**src/rtl/traffic_pkg.sv**
```systemverilog
// Shared definitions for the intersection controller: phase codes, lamp vectors, default dwells.
// Latency: n/a (package).
// Backpressure: n/a.
package traffic_pkg;

   // Phase codes, also exported on the debug phase port
   typedef enum logic [2:0] {
      ALLRED_A  = 3'd0,
      NS_GREEN  = 3'd1,
      NS_YELLOW = 3'd2,
      ALLRED_B  = 3'd3,
      EW_GREEN  = 3'd4,
      EW_YELLOW = 3'd5,
      PED_WALK  = 3'd6,
      FLASH     = 3'd7
   } phase_e;

   // Which head gets the next green once the clearance (or walk) ends
   typedef enum logic {
      DIR_NS = 1'b0,
      DIR_EW = 1'b1
   } dir_e;

   // Lamp vectors per head, ordered {red, yellow, green}
   localparam logic [2:0] LAMP_OFF = 3'b000;
   localparam logic [2:0] LAMP_RED = 3'b100;
   localparam logic [2:0] LAMP_YEL = 3'b010;
   localparam logic [2:0] LAMP_GRN = 3'b001;

   // Default dwell times in 1 Hz ticks
   localparam int DEF_GREEN_T  = 30;
   localparam int DEF_YELLOW_T = 4;
   localparam int DEF_ALLRED_T = 2;
   localparam int DEF_PED_T    = 10;

endpackage

```
**src/rtl/clk_divider_1hz.sv**
```systemverilog
// Divides the system clock to a one-cycle tick every CLK_FREQ cycles.
// Latency: first tick CLK_FREQ-1 cycles after reset release, then every CLK_FREQ cycles.
// Backpressure: none; free-running.
module clk_divider_1hz #(
   parameter int CLK_FREQ = 100_000_000
) (
   input  logic clk,
   input  logic rst_n,
   output logic tick_1hz
);

   localparam int W = (CLK_FREQ > 1) ? $clog2(CLK_FREQ) : 1;
   localparam logic [W-1:0] LAST = W'(CLK_FREQ - 1);

   logic [W-1:0] r_cnt;

   // Wrapping cycle counter; the tick is the terminal count
   always_ff @(posedge clk or negedge rst_n) begin
      if (!rst_n) begin
         r_cnt <= '0;
      end else if (r_cnt == LAST) begin
         r_cnt <= '0;
      end else begin
         r_cnt <= r_cnt + W'(1);
      end
   end

   assign tick_1hz = (r_cnt == LAST);

endmodule

```
**src/rtl/intersection_ctrl.sv**
```systemverilog
// Two-head intersection controller with all-red clearance, latched walk phase and night flash.
// Latency: lamps are a direct decode of state registers; phases change on the 1 Hz tick edge.
// Backpressure: none; ped_req is latched, night_mode is honoured only at an all-red expiry.
module intersection_ctrl
   import traffic_pkg::*;
#(
   parameter int CLK_FREQ = 100_000_000,
   parameter int GREEN_T  = DEF_GREEN_T,
   parameter int YELLOW_T = DEF_YELLOW_T,
   parameter int ALLRED_T = DEF_ALLRED_T,
   parameter int PED_T    = DEF_PED_T,
   parameter int CNT_W    = 8
) (
   input  logic       clk,
   input  logic       rst_n,
   input  logic       ped_req,
   input  logic       night_mode,
   output logic       ns_red,
   output logic       ns_yellow,
   output logic       ns_green,
   output logic       ew_red,
   output logic       ew_yellow,
   output logic       ew_green,
   output logic       walk,
   output logic       ped_pending,
   output logic [2:0] phase
);

   localparam logic [CNT_W-1:0] GREEN_LAST  = CNT_W'(GREEN_T - 1);
   localparam logic [CNT_W-1:0] YELLOW_LAST = CNT_W'(YELLOW_T - 1);
   localparam logic [CNT_W-1:0] ALLRED_LAST = CNT_W'(ALLRED_T - 1);
   localparam logic [CNT_W-1:0] PED_LAST    = CNT_W'(PED_T - 1);

   logic             w_tick;
   phase_e           r_state;
   phase_e           w_next;
   logic [CNT_W-1:0] r_cnt;
   logic [CNT_W-1:0] w_last_cnt;
   logic             w_expire;
   logic             w_change;
   logic             r_flash;
   dir_e             r_next_dir;
   logic             r_ped_pending;
   phase_e           w_green_next;
   logic [2:0]       w_ns_lamp;
   logic [2:0]       w_ew_lamp;
   logic             w_walk;

   clk_divider_1hz #(
      .CLK_FREQ (CLK_FREQ)
   ) u_div (
      .clk      (clk),
      .rst_n    (rst_n),
      .tick_1hz (w_tick)
   );

   // Final dwell count for the current phase; the phase ends on the tick at this count
   always_comb begin
      w_last_cnt = '0;
      case (r_state)
         ALLRED_A, ALLRED_B:  w_last_cnt = ALLRED_LAST;
         NS_GREEN, EW_GREEN:  w_last_cnt = GREEN_LAST;
         NS_YELLOW, EW_YELLOW: w_last_cnt = YELLOW_LAST;
         PED_WALK:            w_last_cnt = PED_LAST;
         default:             w_last_cnt = '0;
      endcase
   end

   assign w_expire     = w_tick && (r_cnt == w_last_cnt);
   assign w_green_next = (r_next_dir == DIR_NS) ? NS_GREEN : EW_GREEN;

   // Next-phase selection; night mode beats a waiting pedestrian at a clearance expiry
   always_comb begin
      w_next = r_state;
      case (r_state)
         ALLRED_A, ALLRED_B: begin
            if (w_expire) begin
               if (night_mode)         w_next = FLASH;
               else if (r_ped_pending) w_next = PED_WALK;
               else                    w_next = w_green_next;
            end
         end
         NS_GREEN:  if (w_expire) w_next = NS_YELLOW;
         NS_YELLOW: if (w_expire) w_next = ALLRED_B;
         EW_GREEN:  if (w_expire) w_next = EW_YELLOW;
         EW_YELLOW: if (w_expire) w_next = ALLRED_A;
         PED_WALK:  if (w_expire) w_next = w_green_next;
         // Leave flash on a tick so the following clearance gets a full ALLRED_T
         FLASH:     if (w_tick && !night_mode) w_next = ALLRED_A;
         default:   w_next = ALLRED_A;
      endcase
   end

   assign w_change = (w_next != r_state);

   // Phase register with dwell counter, direction memory, walk latch and flash toggle
   always_ff @(posedge clk or negedge rst_n) begin
      if (!rst_n) begin
         r_state       <= ALLRED_A;
         r_cnt         <= '0;
         r_flash       <= 1'b0;
         r_next_dir    <= DIR_NS;
         r_ped_pending <= 1'b0;
      end else begin
         r_state <= w_next;

         if (w_change) begin
            r_cnt <= '0;
         end else if (w_tick && (r_state != FLASH)) begin
            r_cnt <= r_cnt + CNT_W'(1);
         end

         // Flash phase always starts dark; outside FLASH the bit is held clear
         if (w_next != FLASH) begin
            r_flash <= 1'b0;
         end else if ((r_state == FLASH) && w_tick) begin
            r_flash <= ~r_flash;
         end

         if (w_change && (w_next == ALLRED_A)) begin
            r_next_dir <= DIR_NS;
         end else if (w_change && (w_next == ALLRED_B)) begin
            r_next_dir <= DIR_EW;
         end

         // Clear on entry into walk or flash wins over a simultaneous request
         if (w_change && ((w_next == PED_WALK) || (w_next == FLASH))) begin
            r_ped_pending <= 1'b0;
         end else if (ped_req && (r_state != PED_WALK) && (r_state != FLASH)) begin
            r_ped_pending <= 1'b1;
         end
      end
   end

   // Lamp decode: red on both heads unless the phase grants one head or flashes
   always_comb begin
      w_ns_lamp = LAMP_RED;
      w_ew_lamp = LAMP_RED;
      w_walk    = 1'b0;
      case (r_state)
         NS_GREEN:  w_ns_lamp = LAMP_GRN;
         NS_YELLOW: w_ns_lamp = LAMP_YEL;
         EW_GREEN:  w_ew_lamp = LAMP_GRN;
         EW_YELLOW: w_ew_lamp = LAMP_YEL;
         PED_WALK:  w_walk    = 1'b1;
         FLASH: begin
            w_ns_lamp = r_flash ? LAMP_YEL : LAMP_OFF;
            w_ew_lamp = r_flash ? LAMP_RED : LAMP_OFF;
         end
         default: begin
            w_ns_lamp = LAMP_RED;
            w_ew_lamp = LAMP_RED;
         end
      endcase
   end

   assign {ns_red, ns_yellow, ns_green} = w_ns_lamp;
   assign {ew_red, ew_yellow, ew_green} = w_ew_lamp;
   assign walk        = w_walk;
   assign ped_pending = r_ped_pending;
   assign phase       = r_state;

endmodule
```
**config.mk**
```make
export PLATFORM = sky130hd
export DESIGN_NAME = intersection_ctrl
export DESIGN_NICKNAME = d
export VERILOG_FILES = /design/src/rtl/traffic_pkg.sv /design/src/rtl/clk_divider_1hz.sv /design/src/rtl/intersection_ctrl.sv
export SDC_FILE = /design/constraint.sdc
export NUM_CORES = 1
export LEC_CHECK = 0
export ABC_AREA = 1
export ABC_CLOCK_PERIOD_IN_PS = 2600
export CAP_MARGIN = 10
export CORE_ASPECT_RATIO = 1.5
export CORE_UTILIZATION = 30
export DETAILED_ROUTE_END_ITERATION = 6
export PLACE_DENSITY_LB_ADDON = 0.3
export SLEW_MARGIN = 5
export SYNTH_ARGS = -nofsm -noshare
export SYNTH_HDL_FRONTEND = slang
export SYNTH_SLANG_ARGS = --single-unit
```
**constraint.sdc**
```tcl
create_clock -name clk -period 2.6 [get_ports clk]
set_input_delay 0.52 -clock clk [delete_from_list [all_inputs] [get_ports clk]]
set_output_delay 0.52 -clock clk [all_outputs]
set_load 0.03 [all_outputs]
```
* After elaboration in Yosys (flattened, before gate mapping)
Index checks and enable logic that the tools add are counted.
** Word-level totals
- Output and inout port bits :: 11
- Input port bits :: 4
- Register bits :: 41
- Word-level logic and storage cells :: 71
** Operators by class
- Reductions and logical operators :: 20
- $add $sub $neg :: 2
- Mux-type cells :: 26
- Eq/ne operators :: 16
- Bitwise operators :: 1
** Operator list (count)
- two-way mux 3 bit :: 11
- adder 27 x 1 -> 27 bit (second input constant) :: 1
- equality test 27 bit (second input constant) :: 1
- two-way mux 27 bit :: 1
- case mux 3 bit (7 select lines) :: 1
- case mux 5 bit (4 select lines) :: 1
- equality test 3 bit (second input constant) :: 6
- case mux 3 bit (3 select lines) :: 2
- two-way mux 8 bit :: 2
- equality test 3 x 2 -> 1 bit (second input constant) :: 3
- logical AND 1 bit :: 9
- != test 3 bit (second input constant) :: 3
- adder 8 x 1 -> 8 bit (second input constant) :: 1
- equality test 8 bit :: 1
- nonzero test 2 bit :: 4
- two-way mux 1 bit :: 7
- logical NOT 3 bit :: 2
- OR reduction 2 bit :: 3
- equality test 3 x 1 -> 1 bit (second input constant) :: 1
- != test 3 bit :: 1
- two-way mux 2 bit :: 1
- logical NOT 1 bit :: 1
- logical OR 1 bit :: 1
- NOT 1 bit :: 1

* Longest topological paths before layout
- Word-level depth :: 11
- Gate-level depth with buffers :: 19

* Cells and area by module
Synthesis repeated with hierarchy kept, for this count alone.
** Unflattened totals
- Cells, all modules :: 387
- Area, all modules :: 2711.4 µm²
** Modules (own cells, without submodules)
- clk_divider_1hz :: cells an instance 228, sequential area each 675.6 µm², instances 1, area each 1624.1 µm²
- intersection_ctrl :: cells an instance 159, sequential area each 350.3 µm², instances 1, area each 1087.3 µm²

* Least setup slack after synthesis
Ideal clock, no wire load.
- Path type :: register to register
- Start point :: reg r_state[2] (netlist: phase[2])
- End point :: reg r_next_dir
- Data required time :: 2.483 ns
- Slack :: 0.201 ns
- Period minus slack after synthesis :: 2.399 ns
- Data arrival time :: 2.282 ns
- Stages on the path, launching flop included :: 13
- Cells stage by stage :: dfrtp_1 > buf_4 > inv_2 > nor3_1 > a21oi_2 > nand2_1 > nand2_2 > nand2_1 > nand2_2 > nand3_1 > o21ai_1 > nand2_1 > nand2_1
** On the way
- Cells in the longest elaborated chain, start to end :: 10
** RTL lines
- from (decl) :: RTL line intersection_ctrl.sv:35 : phase_e r_state;
- from (signal assigned) :: RTL line intersection_ctrl.sv:105 : r_state <= w_next;
- equality test 3 bit, or another cell as far along :: RTL line intersection_ctrl.sv:60, intersection_ctrl.sv:75
- OR reduction 2 bit, on equally long branches :: RTL line intersection_ctrl.sv:60, intersection_ctrl.sv:75
- case mux 5 bit (4 select lines) :: RTL line intersection_ctrl.sv:60 : case (r_state)
- equality test 8 bit :: RTL line intersection_ctrl.sv:69 : assign w_expire = w_tick && (r_cnt == w_last_cnt);
- logical AND 1 bit :: RTL line intersection_ctrl.sv:69
- two-way mux 3 bit, or another cell as far along :: RTL line intersection_ctrl.sv:87 : PED_WALK: if (w_expire) w_next = w_green_next;
- case mux 3 bit (7 select lines) :: RTL line intersection_ctrl.sv:75 : case (r_state)
- != test 3 bit, or another cell as far along :: RTL line intersection_ctrl.sv:94 : assign w_change = (w_next != r_state);
- logical AND 1 bit, on equally long branches :: RTL line intersection_ctrl.sv:120, intersection_ctrl.sv:122
- two-way mux 1 bit or nonzero test 2 bit (tied branches)
- to (signal assigned) :: RTL line intersection_ctrl.sv:102 : r_next_dir <= DIR_NS;
- to (signal assigned) :: RTL line intersection_ctrl.sv:121 : r_next_dir <= DIR_NS;
- to (signal assigned) :: RTL line intersection_ctrl.sv:123 : r_next_dir <= DIR_EW;
- to (decl) :: RTL line intersection_ctrl.sv:42 : dir_e r_next_dir;
Parallel ways exist; a longest one is shown, timed or not.
A chain may end at the register's enable or synchronous reset.

* Worst setup path after layout
- Start point :: reg r_state[0] (netlist: phase[0])
- End point :: out ew_green
** On the way
- Cells in the longest elaborated chain, start to end :: 2
** RTL lines
- equality test 3 bit :: RTL line intersection_ctrl.sv:140 : case (r_state)
- case mux 3 bit (3 select lines) (*) :: RTL line intersection_ctrl.sv:140
- to (decl) :: RTL line intersection_ctrl.sv:23 : output logic ew_green,
Mark *: on every way between the ends. The rest lies on a longest branch, timed or not.

==> key figures <==
Place
  • Placed cells: 494
  • DP Worst Slack: 166.5 ps
  • Global placer's final weighted congestion: 0.9552
  • PortBufs: 14
  • Dpl hpwl: 5261 um
  • Placed cell area: 2974 sq um

Synthesis
  • Fraction of synthesized area in multiplexers: 0%
  • Synth Area in Simple Gates: 37.96%
  • Synth Area in XOR/XNOR: 5.882%
  • Largest cells by area after synthesis: dfrtp_1, nand2_1, inv_1
  • Share of the synthesized area in the top cell type: 38.28%
  • Synth Register Bits: 41
  • Most common cell in the netlist: nand2_1
  • Seq/Total Area, Yosys: 38.28%
  • Largest family of logic cells by synthesized area: simple AND/OR/NAND/NOR gates
  • Synth cell count leaders: nand2_1, inv_1, nor2_1, dfrtp_1, nand3_1
  • Number of synthesized flops with an enable pin: 0
  • Mapped cell area: 2680 sq um
  • Area fraction in compound gates after synthesis: 7.656%
  • Syn avg cell area: 7.243 sq um
  • Synth Net Count: 376
  • Adder-cell share of the synthesized area: 0.9337%
  • Netlist cell types: 30
  • Yosys top cell by area: dfrtp_1
  • Yosys warns: 0
  • Prevailing post-synth register cell: dfrtp_1
  • Synth Instances: 370
  • Asr flop ratio synth: 100.0%

Floorplanning
  • Full die area: 9324 sq um
  • Rows: 41
  • Die width: 79.18 um
  • Core area: 8516 sq um
  • Chip height: 117.8 um
  • I/O pin cnt: 15
  • Starting Density: 31.47%

GRT
  • Initial antenna violation count: 0
  • Largest net degree at the start of global routing: 23
  • Vias in the first global route: 2447
  • Gr ovfl total: 0
  • Total GRT Usage: 16.12%
  • First-pass GRT wire length: 11540 um

Clock network
  • TritonCTS clock tree: built
  • Sink Count: 41
  • Clock Tree Buf Depth: 2
  • CTS buffer count: 5
  • CTS H-tree depth: 2
  • CTS Hold Bufs: 0
  • Worst-path clk slew: 60 ps
  • Setup Buffers After CTS: 0
  • Worst-Skew Late Latency: 290 ps
  • Root Driver: clkbuf_16

Finish
  • Post-Layout Cell Count: 502
  • Area Overhead vs Synth: 17.74%
  • Number of fill cells in the layout: 922
  • Proportion of layout cells with a drive suffix above 1: 13.42%
  • Final instance area: 3156 sq um
  • Diodes inserted: 0
  • Layout net count: 400

Critical path
  • Critical path required time: 2080 ps
  • Crit path DAT: 1880 ps
  • Crit Path Class: flop to primary output
  • R2r endpoint: r_next_dir
  • Worst-path fanout max: 9
  • R2R cell count: 16
  • Register-to-register setup slack: 230 ps
  • Worst R2R Start: u_div.r_cnt[0]
  • Startpoint types: flop
  • Crit path capture type: primary output

Timing
  • Fin. Hold Viols: 0
  • Final period utilization: 92.19%
  • Max frequency: 417.2 MHz
  • Worst Max-Slew Pin Slew: 572.0 ps
  • RSZ-0062 raised after global routing: false
  • Count of final setup violators: 0
  • Pins Over Slew Limit: 0
  • Setup ws final: 203.1 ps
  • Period minus WS final: 2397 ps
  • Max-Slew Margin vs Limit: 61.86%
  • Clk_skew: 3.811 ps
  • Setup TNS Final: 0 ps

Drt
  • DRT iter0 DRCs: 135
  • Via Count: 2452
  • DRC errors left: 0
  • Routed Antenna Nets: 0
  • Drt via density: 4.884
  • WL/cell: 13.51 um
  • Drt pass-1 iters: 7
  • WL final: 6781 um

Power and ir drop
  • Pwr Total: 1.393 mW
  • Peak supply drop: 253.8 uV
  • Power per cell area: 441.4 nW/um^2
  • Static Leak: 1.541 nW

Outcome
  • Outcome: complete, no violations

Worst hold path
  • Hold WC Path Type: primary input to asynchronous set/reset pin

Run
  • Max-cap violations: 0
[layer usage]
layer  wire length (um)  track usage, %  up-vias  share of wire [%]
met4                273           9.318        0                4.0
met3                252           2.713       18                3.7
met5                  0               0        -                  0
li1                   -               -     1226                  -
met1               2680           17.41     1145                 40
met2               3575           28.72       63                 53
[final cells by class]
class | instances | area, sq um | area share [%]
clock buffer | 7 | 142.6 | 4.520
sequential | 41 | 1028 | 32.59
timing repair buffer | 20 | 181.4 | 5.749
multi-input combinational | 265 | 1410 | 44.69
inverter | 61 | 229.0 | 7.256
clock inverter | 1 | 30.03 | 0.9516
tap | 107 | 133.9 | 4.243
[critical path, cell delays in order, from the launching register on]
cell	delay, ps
dfrtp_2	500
inv_2	160
nand3_2	130
inv_1	120
clkdlybuf4s50_1	670
[registers in the layout, indices dropped and copies added, names as in the netlist]
name         count
r_flash          1
r_next_dir       1
phase            3
u_div.r_cnt     27
ped_pending      1
r_cnt            8
[cells by family after synthesis]
family	after synthesis
flops	41
simple gates	210
fa+ha+maj	2
xor+xnor	18
buf+inv	64
compound gates	35
[layout by cell type (no fill, tap or decap), types with 3 or more instances in the layout]
cell / synthesis / layout
nand2_1: 76 / 76
inv_1: 54 / 54
nor2_1: 47 / 47
dfrtp_1: 41 / 39
nand3_1: 33 / 33
nor3_1: 17 / 17
a21oi_1: 15 / 15
xor2_1: 15 / 15
clkdlybuf4s50_1: 0 / 11
o21ai_0: 9 / 9
nand4_1: 9 / 9
nand2_2: 8 / 8
inv_2: 7 / 7
buf_4: 2 / 6
a21oi_2: 5 / 5
clkbuf_16: 0 / 5
nor2_4: 3 / 4
nand3_2: 4 / 4
nand2_4: 3 / 3
nor4_1: 3 / 3
xnor2_1: 3 / 3
[worst max-delay path by stage]
stage / start / to / depth (start not counted)
after floorplan: phase[2] / r_next_dir / 12
after global placement: phase[2] / ns_red / 5
after detailed placement: phase[2] / r_next_dir / 15
after CTS: phase[2] / ns_red / 5
after global routing: u_div.r_cnt[0] / r_next_dir / 17
final: phase[0] / ew_green / 4
[power breakdown]
part	internal, mW	switching, mW
combinational	0.00539	0.0151
clock	0.480	0.254
sequential	0.638	0.000000000000000129
[what timing repair did]
| action | 4_1_cts | 5_1_grt |
|---|---|---|
| endpoints found under the setup margin | 2 | 3 |
| resized for setup | 3 | 2 |
| hold endpoints to repair | 0 | 0 |
[stage by stage]
stage | utilization [%] | hold WS, ps
floorplan | - | 224.4
global placement | 34.93 | 443.9
detailed placement | 34.93 | 458.4
CTS | 36.97 | 248.5
global route | 37.06 | 263.7
finish | 37.06 | 225.5
(Power assumes the default switching activity.)
